===== src/rtl/sram_port_arbiter_pkg.sv =====
`default_nettype none
// ============================================================================
// Module   : sram_port_arbiter_pkg
// Brief    : Shared op encodings, FSM states and defaults for the SRAM arbiter.
// Revision : 1.0
// ============================================================================
package sram_port_arbiter_pkg;

    localparam int KICP_SRAM_AWIDTH = 8;

    localparam logic [1:0] OP_NONE = 2'b00;
    localparam logic [1:0] OP_RD   = 2'b01;
    localparam logic [1:0] OP_WR   = 2'b11;

    typedef enum logic [1:0] {
        ST_IDLE  = 2'd0,
        ST_ISSUE = 2'd1,
        ST_WAIT  = 2'd2,
        ST_DONE  = 2'd3
    } state_t;

    // Reserved encoding 2'b10 deliberately falls through as "no request".
    function automatic logic is_request(input logic [1:0] op);
        return (op == OP_RD) || (op == OP_WR);
    endfunction

endpackage
`default_nettype wire


===== src/rtl/sram_port_arbiter_rr_arbiter.sv =====
`default_nettype none
// ============================================================================
// Module   : sram_port_arbiter_rr_arbiter
// Brief    : Winner select (round-robin or fixed priority) plus RR pointer.
// Revision : 1.0
// ============================================================================
module sram_port_arbiter_rr_arbiter #(
    parameter int NUM_CH    = 4,
    parameter int PRIO_MODE = 0
) (
    input  logic              clk,
    input  logic              rst,
    input  logic [NUM_CH-1:0] i_req,
    input  logic              i_update,
    output logic [2:0]        o_winner,
    output logic              o_valid
);

    localparam logic [2:0] c_ptr_init = 3'(NUM_CH - 1);
    localparam logic [3:0] c_num_ch   = 4'(NUM_CH);

    logic [2:0] r_ptr;
    logic [3:0] w_start;
    logic [3:0] w_pos;
    logic [7:0] w_req8;

    // Fixed priority is the same search started from channel 0 every time.
    assign w_start = (PRIO_MODE != 0) ? 4'd0 : ({1'b0, r_ptr} + 4'd1);
    assign w_req8  = 8'(i_req);

    always_comb begin
        o_winner = '0;
        o_valid  = 1'b0;
        w_pos    = '0;
        for (int j = NUM_CH - 1; j >= 0; j--) begin
            w_pos = w_start + 4'(j);
            if (w_pos >= c_num_ch) begin
                w_pos = w_pos - c_num_ch;
            end
            if (w_req8[w_pos[2:0]]) begin
                o_winner = w_pos[2:0];
                o_valid  = 1'b1;
            end
        end
    end

    always_ff @(posedge clk or posedge rst) begin
        if (rst) begin
            r_ptr <= c_ptr_init;
        end else if (i_update && o_valid) begin
            r_ptr <= o_winner;
        end
    end

endmodule
`default_nettype wire


===== src/rtl/sram_port_arbiter.sv =====
`default_nettype none
// ============================================================================
// Module   : sram_port_arbiter
// Brief    : N-channel arbiter serialising DMA transactions onto one SRAM port.
// Revision : 1.0
// ============================================================================
module sram_port_arbiter
    import sram_port_arbiter_pkg::*;
#(
    parameter int NUM_CH     = 4,
    parameter int AWIDTH     = KICP_SRAM_AWIDTH,
    parameter int DWIDTH     = 32,
    parameter int RD_LATENCY = 1,
    parameter int PRIO_MODE  = 0
) (
    input  logic                       clk,
    input  logic                       reset,
    input  logic [2*NUM_CH-1:0]        req_op,
    input  logic [NUM_CH*AWIDTH-1:0]   req_addr,
    input  logic [NUM_CH*DWIDTH-1:0]   req_data,
    input  logic [NUM_CH*DWIDTH/8-1:0] req_sel,
    output logic [NUM_CH-1:0]          done,
    output logic [DWIDTH-1:0]          rd_data,
    output logic [2:0]                 grant_id,
    output logic                       busy,
    output logic                       sram_en,
    output logic [DWIDTH/8-1:0]        sram_we,
    output logic [AWIDTH-1:0]          sram_addr,
    output logic [DWIDTH-1:0]          sram_di,
    input  logic [DWIDTH-1:0]          sram_do
);

    localparam int         c_sel_w     = DWIDTH / 8;
    localparam logic [1:0] c_wait_last = 2'(RD_LATENCY - 1);

    state_t              r_state;
    state_t              w_state_nxt;
    logic [NUM_CH-1:0]   w_req;
    logic [2:0]          w_winner;
    logic                w_valid;
    logic                w_grant;
    logic                w_capture;
    logic [1:0]          w_mux_op;
    logic [AWIDTH-1:0]   w_mux_addr;
    logic [DWIDTH-1:0]   w_mux_data;
    logic [c_sel_w-1:0]  w_mux_sel;

    logic [1:0]          r_op;
    logic [AWIDTH-1:0]   r_addr;
    logic [DWIDTH-1:0]   r_data;
    logic [c_sel_w-1:0]  r_sel;
    logic [2:0]          r_grant_id;
    logic [DWIDTH-1:0]   r_rd_data;
    logic [1:0]          r_wait_cnt;

    always_comb begin
        w_req      = '0;
        w_mux_op   = OP_NONE;
        w_mux_addr = '0;
        w_mux_data = '0;
        w_mux_sel  = '0;
        for (int i = 0; i < NUM_CH; i++) begin
            w_req[i] = is_request(req_op[2*i +: 2]);
            if (w_winner == 3'(i)) begin
                w_mux_op   = req_op[2*i +: 2];
                w_mux_addr = req_addr[i*AWIDTH +: AWIDTH];
                w_mux_data = req_data[i*DWIDTH +: DWIDTH];
                w_mux_sel  = req_sel[i*c_sel_w +: c_sel_w];
            end
        end
    end

    sram_port_arbiter_rr_arbiter #(
        .NUM_CH    (NUM_CH),
        .PRIO_MODE (PRIO_MODE)
    ) u_rr_arbiter (
        .clk      (clk),
        .rst      (reset),
        .i_req    (w_req),
        .i_update (w_grant),
        .o_winner (w_winner),
        .o_valid  (w_valid)
    );

    always_ff @(posedge clk or posedge reset) begin
        if (reset) begin
            r_state <= ST_IDLE;
        end else begin
            r_state <= w_state_nxt;
        end
    end

    always_comb begin
        w_state_nxt = r_state;
        w_grant     = 1'b0;
        w_capture   = 1'b0;
        case (r_state)
            ST_IDLE: begin
                if (w_valid) begin
                    w_grant     = 1'b1;
                    w_state_nxt = ST_ISSUE;
                end
            end
            ST_ISSUE: w_state_nxt = (r_op == OP_WR) ? ST_DONE : ST_WAIT;
            ST_WAIT: begin
                if (r_wait_cnt == c_wait_last) begin
                    w_capture   = 1'b1;
                    w_state_nxt = ST_DONE;
                end
            end
            ST_DONE: w_state_nxt = ST_IDLE;
            default: w_state_nxt = ST_IDLE;
        endcase

        busy      = (r_state != ST_IDLE);
        sram_en   = (r_state == ST_ISSUE);
        sram_we   = (sram_en && (r_op == OP_WR)) ? r_sel : '0;
        sram_addr = r_addr;
        sram_di   = r_data;
        rd_data   = r_rd_data;
        grant_id  = r_grant_id;
        for (int i = 0; i < NUM_CH; i++) begin
            done[i] = (r_state == ST_DONE) && (r_grant_id == 3'(i));
        end
    end

    // Request fields are latched once at grant; later changes are ignored.
    always_ff @(posedge clk or posedge reset) begin
        if (reset) begin
            r_op       <= OP_NONE;
            r_addr     <= '0;
            r_data     <= '0;
            r_sel      <= '0;
            r_grant_id <= '0;
            r_rd_data  <= '0;
            r_wait_cnt <= '0;
        end else begin
            if (w_grant) begin
                r_op       <= w_mux_op;
                r_addr     <= w_mux_addr;
                r_data     <= w_mux_data;
                r_sel      <= w_mux_sel;
                r_grant_id <= w_winner;
            end
            if (r_state == ST_ISSUE) begin
                r_wait_cnt <= '0;
            end else if (r_state == ST_WAIT) begin
                r_wait_cnt <= r_wait_cnt + 2'd1;
            end
            if (w_capture) begin
                r_rd_data <= sram_do;
            end
        end
    end

endmodule
`default_nettype wire


===== config.mk =====
export PLATFORM = sky130hd
export DESIGN_NAME = sram_port_arbiter
export DESIGN_NICKNAME = d
export VERILOG_FILES = /design/src/rtl/sram_port_arbiter_pkg.sv /design/src/rtl/sram_port_arbiter_rr_arbiter.sv /design/src/rtl/sram_port_arbiter.sv
export SDC_FILE = /design/constraint.sdc
export NUM_CORES = 1
export LEC_CHECK = 0
export BUFFER_PORTS_ARGS = -buffer_cell sky130_fd_sc_hd__buf_2
export CAP_MARGIN = 20
export CORE_MARGIN = 1
export CORE_UTILIZATION = 28
export DETAILED_ROUTE_END_ITERATION = 10
export PLACE_DENSITY = 0.53
export REMOVE_ABC_BUFFERS = 1
export SYNTH_ARGS = -nofsm -noshare
export SYNTH_HDL_FRONTEND = slang
export SYNTH_SLANG_ARGS = --single-unit

===== constraint.sdc =====
create_clock -name clk -period 4.85 [get_ports clk]
set_input_delay 0.2425 -clock clk [delete_from_list [all_inputs] [get_ports clk]]
set_output_delay 0.2425 -clock clk [all_outputs]
set_load 0.005 [all_outputs]

After elaboration in Yosys (flattened, before gate mapping) --
Cells that the tools add are included.
Storage, ports and cells: bits in registers 88, input bits 218
Cells by class: equal/unequal tests 20, order comparisons 8, add/subtract/negate cells 9, reductions and logical operators 17, multiplexer cells 47
Operators with widths (number):
- two-way mux 32 bit | 4
- two-way mux 8 bit | 4
- two-way mux 3 bit | 8
- two-way mux 4 bit | 5
- greater-or-equal comparator 4 x 3 -> 1 bit, second input constant | 4
- < comparator 3 x 4 -> 1 bit, second input constant | 4
- two-way mux 2 bit | 8
- == test 2 bit, second input constant | 7
- two-way mux 1 bit | 13
- binary-select mux 1 bit (select 3 bit) | 4
- == test 3 x 2 -> 1 bit, second input constant | 4
- subtractor 3 bit, second input constant | 4
- == test 2 x 1 -> 1 bit, second input constant | 5
- adder 4 x 2 -> 4 bit, second input constant | 2
- case mux 2 bit (4 select lines) | 1
- == test 3 x 1 -> 1 bit, second input constant | 2
- logical AND 1 bit | 6
- logical NOT 3 bit | 2
- adder 3 x 1 -> 4 bit, second input constant | 1
- adder 4 x 1 -> 4 bit, second input constant | 1
- logical NOT 2 bit | 2
- logical OR 1 bit | 4
- nonzero test 2 bit | 2
- adder 2 x 1 -> 2 bit, second input constant | 1
- other kinds (3) | 3

Logic depth before layout (Yosys ltp) --
word-level depth 15, mapped depth 15, depth with buffers taken out 11

Hierarchy --
A second synthesis with hierarchy kept.
Unflattened totals: cell total of the unflattened synthesis 353, area total of the unflattened synthesis 5028.6 sq um
Modules (own cells, without submodules):
- sram_port_arbiter | area each 4360.4 sq um, cells an instance 274, sequential area each 2127.0 sq um, times used 1
- sram_port_arbiter_rr_arbiter | area each 668.1 sq um, cells an instance 79, sequential area each 77.6 sq um, times used 1

Least setup slack after synthesis --
OpenSTA, ideal clock, no wires.
path kind register to register, from register u_rr_arbiter.r_ptr[0], to register r_data[10] (netlist: sram_di[10]), arrival 3.466 ns, setup slack 1.252 ns, cell stages (with the launch flop) 16, required time 4.718 ns, buffers on the path 4, cell sequence dfstp_2 > buf_2 > inv_1 > ha_1 > buf_2 > inv_1 > ha_1 > and3b_1 > nor2_1 > o311a_1 > or2_1 > o41ai_4 > or2_1 > buf_4 > buf_6 > o221ai_2
Between the ends: cells in the longest elaborated chain, start to end 15
RTL lines:
- from (decl) | line sram_port_arbiter_rr_arbiter.sv:22 | logic [2:0] r_ptr;
- from (signal assigned) | line sram_port_arbiter_rr_arbiter.sv:49 | r_ptr <= c_ptr_init;
- from (signal assigned) | line sram_port_arbiter_rr_arbiter.sv:51 | r_ptr <= o_winner;
- adder 3 x 1 -> 4 bit * | line sram_port_arbiter_rr_arbiter.sv:28 | assign w_start = (PRIO_MODE != 0) ? 4'd0 : ({1'b0, r_ptr} + 4'd1);
- adder 4 x 2 -> 4 bit | line sram_port_arbiter_rr_arbiter.sv:36 | w_pos = w_start + 4'(j);
- greater-or-equal comparator 4 x 3 -> 1 bit or subtractor 3 bit (tied branches) | line sram_port_arbiter_rr_arbiter.sv:37, sram_port_arbiter_rr_arbiter.sv:38
- two-way mux 3 bit | line sram_port_arbiter_rr_arbiter.sv:37 | if (w_pos >= c_num_ch) begin
- binary-select mux 1 bit (select 3 bit) | line sram_port_arbiter_rr_arbiter.sv:40 | if (w_req8[w_pos[2:0]]) begin
- two-way mux 1 bit (not written as such) | line sram_port_arbiter_rr_arbiter.sv:40
- two-way mux 3 bit (4 in series) | line sram_port_arbiter_rr_arbiter.sv:40
- logical NOT 3 bit | line sram_port_arbiter.sv:64 | if (w_winner == 3'(i)) begin
- two-way mux 32 bit (4 in series) | line sram_port_arbiter.sv:64
- to (signal assigned) | line sram_port_arbiter.sv:141 | r_data <= w_mux_data;
- to (decl) | line sram_port_arbiter.sv:50 | logic [DWIDTH-1:0] r_data;
Mark *: on every way between the ends. The rest lies on a longest branch, timed or not. The select of a mux whose other input is x is not followed. A chain may end at the register's enable or synchronous reset.

Worst setup path after layout --
from register u_rr_arbiter.r_ptr[0], to register r_data[11] (netlist: sram_di[11])
The elaborated chain is that of the path after synthesis.

==> summary.md <==
| Metric | Value |
|---|---|
| R2R Setup Slk | `510 ps` |
| Largest family of logic cells by synthesized area | `multiplexers` |
| Register area | `approximately 2200 um2` |
| Multi-input logic area | `2750 um2` |
| Final setup fails | `0` |
| Final Cycle Share | `between 80 and 90%` |
| Highest ir drop seen on vdd | `0.000685 V` |
| Placed cell count | `946` |
| First-pass detailed-route iteration total | `4` |
| RSZ-0062 raised after global routing | `no` |
| Sink Count | `87` |
| Lkg Pwr | `3.73 nW` |
| Slew @ Worst Pin | `between 800 and 900 ps` |
| Top_reg_cell synth | `dfrtp_1` |
| Routability congestion estimate | `0.894` |
| Worst-path clk slew | `70 ps` |
| Synth Area in Adders | `2.17%` |
| Startpoint types | `flip-flop` |
| Worst-skew pair later-pin latency | `340 ps` |
| Post_cts resized | `0` |
| 1st-iter DRT viols | `between 150 and 200` |
| WL per Instance | `18.2 um` |
| Util after Layout | `40.1%` |
| I/O pin total | `303` |
| Grt total ovfl | `0` |
| Layout cells sized above 1 | `54.4%` |
| First-pass GRT wire length | `roughly 26 mm` |
| YS warnings | `0` |
| Via count | `4717` |
| Class of the most critical hold timing path | `in2async` |
| Clock share of power | `14.7%` |
| Routed Antenna Nets | `0` |
| Crit. End Element | `flip-flop` |
| Critical path type | `reg2reg` |
| DP HPWL | `between 10 and 15 mm` |
| Ranking of synthesized cells by area | `dfrtp_1, mux2i_1, o221ai_2` |
| Most common cell after layout, fill and taps aside | `buf_2` |
| Number of I/O port buffers | `302` |
| Sequential Power Share | `23.5%` |
| Switching power | `2.41 mW` |
| Yosys reg bits | `87` |
| TNS Setup | `0 ps` |
| Synth top area share | `41.1%` |
| Syn avg cell area | `11.8 um2` |
| Synth Area in Simple Gates | `8.05%` |
| TritonCTS Buffers | `9` |
| Max frequency | `230 MHz` |
| Rows | `49` |
| Minimum hold slack | `~35 ps` |
| Chip width | `around 140 um` |
| CTS tree | `yes` |
| Most frequent cells in the layout | `buf_2, mux2i_1, dfrtp_1, nand2_1, mux2_2` |
| Core footprint | `18000 um2` |
| Initial antenna violation count | `2` |
| Slew margin rel. | `42.2%` |
| Synth Area in Compound Gates | `15.0%` |
| Worst endpoint data arrival time | `around 4600 ps` |
| PwrDens | `786 nW/um2` |
| Crit-path max FO | `between 50 and 60` |
| Total Routing Usage GR | `about 19%` |
| Final hold violation count | `0` |
| Xor and xnor area share after synthesis | `0.507%` |
| Max-Cap Viols | `0` |
| Die Height | `138 um` |
| Synth-to-layout area growth | `39.7%` |
| Hold_buf cts | `0` |
| DRC Markers | `0` |
| Vias in the first global route | `roughly 5000` |
| Synth async-reset ratio | `between 90% and 100%` |
| Largest net degree at the start of global routing | `54` |
| Initial Utilization | `28.7%` |
| Post-CTS Setup Inserts | `0` |
| Synth Instances | `439` |
| Mapped cell area | `5180 um2` |
| Yosys cell types | `approximately 50` |
| Post-synth EDFFs | `0` |
| Status | `finished, final reports clean` |
| Full die area | `19000 um2` |
| Required time of the critical path | `about 5000 ps` |
| Internal Power | `3.28 mW` |
| Sw Ratio | `42.3%` |
| Mux contribution to synthesized area | `around 27%` |
| Layout Cells excl Fill | `between 900 and 1000` |
| Post-Route WL | `approximately 18 mm` |
| Combinational power share | `61.8%` |
| Final Skew | `9.78 ps` |
| Max clock buf depth | `2` |
| Via density | `roughly 4.9` |
| Min Tclk post-route | `4340 ps` |
| Sequential share of the synthesized area | `42.1%` |
| Fill count | `about 1800` |
| Max-slew violation count | `0` |
| H-tree depth | `3` |
| CTS Root Cell | `clkbuf_16` |
| Yosys top cell by area | `dfrtp_1` |
| Fin nets | `955` |
## layer usage
metal	up-vias	GRT usage, %	routed length (um)
met1	2294	21.8	7230
met3	36	3.18	736
met5	-	0	0
met4	0	9.30	520
met2	171	32.3	9040
li1	2216	-	-
## power groups by stage
stage	clock (mW)	sequential (mW)	combinational [mW]
6_report	0.838	1.34	3.51
5_1_grt	0.889	1.38	3.83
4_1_cts	0.867	1.34	3.55
3_5_place_dp	0	1.34	3.56
3_3_place_gp	0	1.33	3.47
2_1_floorplan	0	1.34	1.82
## critical path, stage by stage (launching register included)
cell and delay (ps):
dfstp_2 790, inv_1 200, ha_1 530, inv_1 120
ha_1 290, a21boi_2 210, o311ai_1 310, and4b_1 280
o21ai_0 150, a311oi_4 450, buf_12 370, mux2i_1 320
o221ai_2 130
## flip-flops by register name, summed over array words and instances, names as in the netlist
register and count:
r_sel 4, rd_data 32, grant_id 3, r_wait_cnt 2
sram_di 32, sram_addr 8, u_rr_arbiter.r_ptr 2, r_op 2
r_state 2
## cells in the mapped netlist, drive strengths merged (2+ instances only)
master and n:
a21oi 4, a31oi 3, and2 6, and3 2, buf 29, clkbuf 5
dfrtp 85, dfstp 2, ha 9, inv 12, mux2 34, mux2i 99
nand2 53, nand2b 6, nand4 2, nor2 7, nor2b 3, nor3b 2
o21ai 4, o221ai 46, or2 2, xor2 2
## metrics by stage
stage | total power, mW | area (um2) | setup WS [ps]
after floorplan | 3.16 | 4950 | -9150
after global placement | 4.80 | 6870 | 684
after detailed placement | 4.90 | 6870 | 556
after CTS | 5.76 | 7230 | 537
after global routing | 6.10 | 7230 | 233
final | 5.68 | 7230 | 507
## worst paths after layout
check / startpoint / end / cells past startpoint
setup / recovery: u_rr_arbiter.r_ptr[0] / sram_di[11] / 12
hold / removal: reset / rd_data[3] / 2
setup reg to reg: u_rr_arbiter.r_ptr[0] / sram_di[11] / 12
hold reg to reg: r_op[0] / r_op[0] / 1
max in group asynchronous: reset / rd_data[12] / 3
min in group clk: sram_do[7] / rd_data[7] / 2
## final cells by class
| class | count | area share [%] |
|---|---|---|
| multi-input cells | 306 | 38.0 |
| repair buffers | 312 | 22.3 |
| clock inverters | 6 | 1.59 |
| well taps | 229 | 3.96 |
| diodes | 2 | 0.0692 |
| inverters | 12 | 0.640 |
| flip-flops and latches | 87 | 30.1 |
| clock buffers | 10 | 3.30 |
## cells by family (layout without fill, tap and decap cells)
kind of cell,after synthesis,after routing
mux,134,134
other cells,0,2
simple gates,89,89
fa+ha+maj,9,9
compound gates,71,71
flops,87,87
xor+xnor,3,3
buf+inv,46,340
No activity file was read; power rests on OpenSTA's default activity.
